[src/rtl/conv_encoder_214.sv]
// conv_encoder_214: rate-1/2, K=4 convolutional encoder (G0=17, G1=15 octal).
// Shifts a MSG_W-bit message out MSB first, one 2-bit symbol per clock,
// and assembles the full 2*MSG_W-bit codeword for the Viterbi decoder.
// Optional feature macro: ENC_TAIL_EN (zero-tail termination; the last three
// message bits are forced to 0 so every word ends in encoder state 000).
module conv_encoder_214 #(
    parameter int unsigned MSG_W = 7,
    parameter logic [3:0]  G0    = 4'b1111,
    parameter logic [3:0]  G1    = 4'b1101
) (
    input  logic                 clk,
    input  logic                 reset,
    input  logic                 start,
    input  logic [MSG_W-1:0]     msg,
    output logic                 busy,
    output logic [1:0]           sym,
    output logic                 sym_valid,
    output logic [2*MSG_W-1:0]   code,
    output logic                 done
);

    localparam int unsigned MEM_W  = 3;
    localparam int unsigned CODE_W = 2 * MSG_W;
    localparam int unsigned CNT_W  = (MSG_W > 1) ? $clog2(MSG_W) : 1;

    typedef enum logic {
        IDLE = 1'b0,
        ENC  = 1'b1
    } state_e;

    state_e              state_q;
    logic [MSG_W-1:0]    msg_q;
    logic [MEM_W-1:0]    enc_q;      // {s1, s2, s3}, s1 = most recent bit
    logic [CNT_W-1:0]    cnt_q;
    logic                busy_q;
    logic [1:0]          sym_q;
    logic                sym_valid_q;
    logic [CODE_W-1:0]   code_q;
    logic                done_q;

    logic                u_c;
    logic [MEM_W:0]      reg4_c;
    logic [1:0]          sym_d;
    logic                last_c;
    logic [MSG_W-1:0]    msg_load_c;

    // Encoder datapath: current bit plus memory against both generators
    always_comb begin
        u_c    = msg_q[MSG_W-1];
        reg4_c = {u_c, enc_q};
        sym_d  = {^(reg4_c & G0), ^(reg4_c & G1)};
        last_c = (cnt_q == CNT_W'(MSG_W - 1));
`ifdef ENC_TAIL_EN
        msg_load_c = {msg[MSG_W-1:MEM_W], MEM_W'(0)};
`else
        msg_load_c = msg;
`endif
    end

    // Control FSM and registered outputs
    always_ff @(posedge clk or posedge reset) begin
        if (reset) begin
            state_q     <= IDLE;
            msg_q       <= '0;
            enc_q       <= '0;
            cnt_q       <= '0;
            busy_q      <= 1'b0;
            sym_q       <= 2'b00;
            sym_valid_q <= 1'b0;
            code_q      <= '0;
            done_q      <= 1'b0;
        end else begin
            sym_valid_q <= 1'b0;
            done_q      <= 1'b0;
            case (state_q)
                IDLE: begin
                    if (start) begin
                        msg_q   <= msg_load_c;
                        enc_q   <= '0;
                        code_q  <= '0;
                        cnt_q   <= '0;
                        busy_q  <= 1'b1;
                        state_q <= ENC;
                    end
                end
                ENC: begin
                    sym_q       <= sym_d;
                    sym_valid_q <= 1'b1;
                    code_q      <= {code_q[CODE_W-3:0], sym_d};
                    enc_q       <= {u_c, enc_q[MEM_W-1:1]};
                    msg_q       <= {msg_q[MSG_W-2:0], 1'b0};
                    cnt_q       <= cnt_q + CNT_W'(1);
                    if (last_c) begin
                        cnt_q   <= '0;
                        busy_q  <= 1'b0;
                        done_q  <= 1'b1;
                        state_q <= IDLE;
                    end
                end
                default: state_q <= IDLE;
            endcase
        end
    end

    assign busy      = busy_q;
    assign sym       = sym_q;
    assign sym_valid = sym_valid_q;
    assign code      = code_q;
    assign done      = done_q;

endmodule
[config.mk]
export PLATFORM = sky130hd
export DESIGN_NAME = conv_encoder_214
export DESIGN_NICKNAME = d
export VERILOG_FILES = /design/src/rtl/conv_encoder_214.sv
export SDC_FILE = /design/constraint.sdc
export NUM_CORES = 1
export LEC_CHECK = 0
export BUFFER_PORTS_ARGS = -buffer_cell sky130_fd_sc_hd__buf_4
export CORE_MARGIN = 10
export CORE_UTILIZATION = 40
export CTS_CLUSTER_SIZE = 16
export DETAILED_ROUTE_END_ITERATION = 8
export GPL_TIMING_DRIVEN = 0
export PLACE_DENSITY = 0.7
export SLEW_MARGIN = 5
export SYNTH_ARGS = -nofsm -noshare
export SYNTH_HDL_FRONTEND = slang
export SYNTH_SLANG_ARGS = --single-unit
[constraint.sdc]
create_clock -name clk -period 1.7 [get_ports clk]
set_clock_uncertainty 0.2 [all_clocks]
set_input_delay 0.17 -clock clk [delete_from_list [all_inputs] [get_ports clk]]
set_output_delay 0.17 -clock clk [all_outputs]
set_load 0.1 [all_outputs]
; Yosys cells after proc, flatten, opt, wreduce, memory -nomap -nowiden
; Cells that the tools add are included.
[word_totals]
regBits = 33
input_bits = 10
wordCells = 34
out_inout_bits = 19
[op_classes]
n_eq_ne = 3
bitwise_logic = 1
n_addsub = 1
n_reduce_logical = 3
n_mux = 17
[ops]
columns = cell, n
row1 = $pmux W14 S2, 1
row2 = $mux W14, 1
row3 = $pmux W7 S2, 1
row4 = $pmux W3 S2, 2
row5 = $reduce_xor A4 Y1, 2
row6 = $mux W1, 7
row7 = $mux W7, 1
row8 = $mux W3, 2
row9 = $pmux W1 S2, 2
row10 = $add A3 B1 Y3 const B, 1
row11 = $eq A3 B3 Y1 const B, 1
row12 = $ne A2 B1 Y1 const B, 1
row13 = $ne A2 B2 Y1 const B, 1
row14 = $reduce_and A2 Y1, 1
row15 = $not A1 Y1, 1

; Longest topological paths before layout
[logic_depth]
depth_word = 3
depth_mapped = 5

; Worst setup path after synthesis
; OpenSTA, ideal clock, no wires.
[synth_path]
path_type = reg-to-reg
from = register, netlist name sym[0]
to = register sym_q[0], in the netlist sym[0]
period_less_slack_ps = 1456
slack_ps = 244
setup_time_ps = 125
stages_incl_launch_ff = 2
t_arrival_ps = 1130
required_ps = 1375
n_path_buf = 0
path_cell_list = dfrtp_1 mux2_2
[synth_lines]
columns = item, line_no
row1 = to (signal assigned), 87  ; sym_q <= sym_d;
row2 = to (decl), 36  ; logic [1:0] sym_q;

; Final worst setup path
[layout_path]
from = register msg_q[6]
to = register code_q[1], in the netlist code[1]
[layout_between]
elab_chain_cells = 2
[layout_rtl]
columns = item, line_no
row1 = from (decl), 32  ; logic [MSG_W-1:0] msg_q;
row2 = from (signal assigned), 78  ; msg_q <= msg_load_c;
row3 = from (signal assigned), 91  ; msg_q <= {msg_q[MSG_W-2:0], 1'b0};
row4 = $reduce_xor A4 Y1, 51  ; sym_d = {^(reg4_c & G0), ^(reg4_c & G1)};
row5 = $pmux W14 S2, 75  ; case (state_q)
row6 = to (signal assigned), 89  ; code_q <= {code_q[CODE_W-3:0], sym_d};
row7 = to (decl), 38  ; logic [CODE_W-1:0] code_q;
; Every way passes these cells.
; A chain may end at the register's enable or synchronous reset.

==> summary.md <==
| Metric | Value |
|---|---|
| Clock slew at reported path FFs | around 110 ps |
| Flops & latches, synth | 33 |
| Post-Syn Area | 0.00139 mm2 |
| Postcts setup bufs | 0 |
| Crit-path max FO | 3 |
| Largest net degree at the start of global routing | 34 |
| Global-route wire length before repair | 5600 um |
| Vias in the first global route | roughly 1200 |
| Ports | 29 |
| Final GP Congestion | a little over 0.8 |
| Via count | between 1000 and 1500 |
| Die X | ~80 um |
| Later-pin clock latency in the skew report | 350 ps |
| Headroom to the max-slew limit | approximately a quarter |
| Chip height | 79.0 um |
| Reg2reg end | code[1] |
| Initial Util | between 40% and 50% |
| Most frequent cell after synthesis | dfrtp_1 |
| H-tree level count | 2 |
| Share of cells above drive strength 1 | about a quarter |
| IO Port Bufs | 28 |
| FMAX | 682 MHz |
| Main combinational cell family by area after synthesis | simple AND/OR/NAND/NOR gates |
| Top cells by area, synth | dfrtp_1, o21ai_0, nand2_1 |
| P&R area growth vs syn | 30.7% |
| Mux contribution to synthesized area | 6.56% |
| Synth Area in Simple Gates | 15.7% |
| CTS tree | yes |
| Worst Setup End Kind | register |
| Yosys Warn Count | 0 |
| Vias per inst | 5.01 |
| Most used DFF post-synth | dfrtp_1 |
| Final net count | 182 |
| Post-Synth XOR/XNOR Area | 2.43% |
| CP Data Arrival Time | approximately 1500 ps |
| GRT Total Usage | between 10 and 15% |
| Worst min-delay path class | register to register |
| Total core area | between 0.003 and 0.004 mm2 |
| Async S/R FF share, synth | 100% |
| Max clock buf depth | 2 |
| Area share of the largest cell type after synthesis | between 50% and 60% |
| Worst path required time | 1730 ps |
| Number of DRC markers in iteration 0 | 46 |
| Post-route ant nets | 0 |
| R2r worst-path depth | 3 |
| Final count of hold timing violations | 0 |
| Sink Count | 33 |
| Yosys top cell by area | dfrtp_1 |
| Antenna cell count | 0 |
| Setup crit start | msg_q[6] |
| R2R Setup Slk | approximately 230 ps |
| CTS Buf Count | 5 |
| DP HPWL | about 2200 um |
| Post-synth EDFFs | 0 |
| Worst r2r src | msg_q[6] |
| Post-synthesis area per instance | approximately 11 um2 |
| Number of max-cap violations | 0 |
| Slew Viols, Final | 0 |
| Complex-gate fraction of the synthesized area | about an eighth |
| Synth top cells by count | dfrtp_1, nand2_1, o21ai_0 |
| Min cycle time layout | 1470 ps |
| Root buf cell | clkbuf_4 |
| FP Rows | 21 |
| Part of the cycle the worst path needs | around 86% |
| Per-cell routed wire length | 14.7 um |
| Status | complete, no violations |
| Total grt overflow | 0 |
| Fin Setup TNS | 0 ps |
| Sequential fraction of the synthesis area | around three fifths |
| DRC Markers | 0 |
| Initial antenna violation count | 0 |
| Synth Net Count | ~140 |
| Final WL | 3220 um |
| Worst setup path endpoint | code[1] |
| Post-synthesis adder-cell area fraction | 0% |
| DR pass1 iterations | 4 |
| WS Path Type | register to register |
| Synth unique cells | 22 |
| Final setup fails | 0 |
| RSZ-0062 raised after global routing | no |
| Worst slew pin tran | between 1000 and 1500 ps |
| Full die area | ~0.0062 mm2 |
| Cells after synthesis | 128 |
| Worst setup SP type | register |
-- area by class of cell --
type | instances | area, um2
fill | 320 | 1540
sequential | 33 | 826
multi-input combinational | 84 | 507
timing repair buffer | 37 | 300
clock buffer | 7 | 65.1
tap | 46 | 57.6
buffer | 8 | 48.8
inverter | 3 | 11.3
clock inverter | 1 | 5.00
-- stage by stage --
stage / cells / utilization [%] / area, um2 / hold WS (ps) / worst slack [ps]
after floorplan: 128 / - / 1390 / 98.9 / 244
after global placement: 202 / 49.4 / 1660 / 157 / 162
after detailed placement: 202 / 49.4 / 1660 / 159 / 147
after CTS: 219 / 54.1 / 1820 / -7.85 / 119
after global routing: 219 / 54.1 / 1820 / 186 / 121
final: 219 / 54.1 / 1820 / 182 / 234
-- worst min path at each step --
stage	startpoint	endpoint	slack, ps	cells after the start
final	state_q	sym_valid	180	0
after global routing	state_q	sym_valid	190	0
after CTS	reset	msg_q[0]	-8	2
after detailed placement	state_q	sym_valid	160	0
after global placement	state_q	sym_valid	160	0
after floorplan	reset	busy	100	1
-- worst max-delay path, cell delays in order, from the launching register on --
cell	delay (ps)
dfrtp_1	430
xor3_2	430
xnor2_1	200
mux2i_1	100
-- sequential cells by signal (all words and copies together), names as in the netlist --
name       count
sym_valid      1
enc_q          3
done           1
msg_q          7
cnt_q          3
state_q        1
code          14
busy           1
sym            2
-- per-layer routing --
| metal | share of wire [%] | wire length, um | GRT usage [%] |
|---|---|---|---|
| met1 | 45 | 1450 | 13.7 |
| met2 | 47 | 1500 | 16.6 |
| met3 | 6.6 | 213 | 4.95 |
| met4 | 1.7 | 54 | 4.84 |
| met5 | 0 | 0 | 0 |
-- kinds of logic after synthesis --
family	count (synthesis)
XOR/XNOR	2
AO/OA/AOI/OAI	29
AND/OR/NAND/NOR	44
multiplexers	9
buffers and inverters	11
flip-flops	33
-- placed cells by master (no fill, tap or decap), drive strengths merged --
cell type    instances
or2b                 1
buf                 33
o21ai               22
a22o                 4
nor3b                1
a21oi                2
xor3                 1
inv                  2
o22ai                1
clkbuf              10
dlygate4sd3          9
nand2b              12
nor2b                2
mux2                 1
nand4b               1
and4b                1
xnor2                1
nand2               22
mux2i                8
clkinv               2
nor2                 4
dfrtp               33
-- timing repair --
action / CTS / global route
resized for setup: 0 / 0
endpoints found under the setup margin: 0 / 1
hold endpoints to repair: 37 / 33
hold buffers: 9 / 1
Power is not shown: default switching activity piles up to over one toggle a cycle in this logic, so the estimate is an artifact.
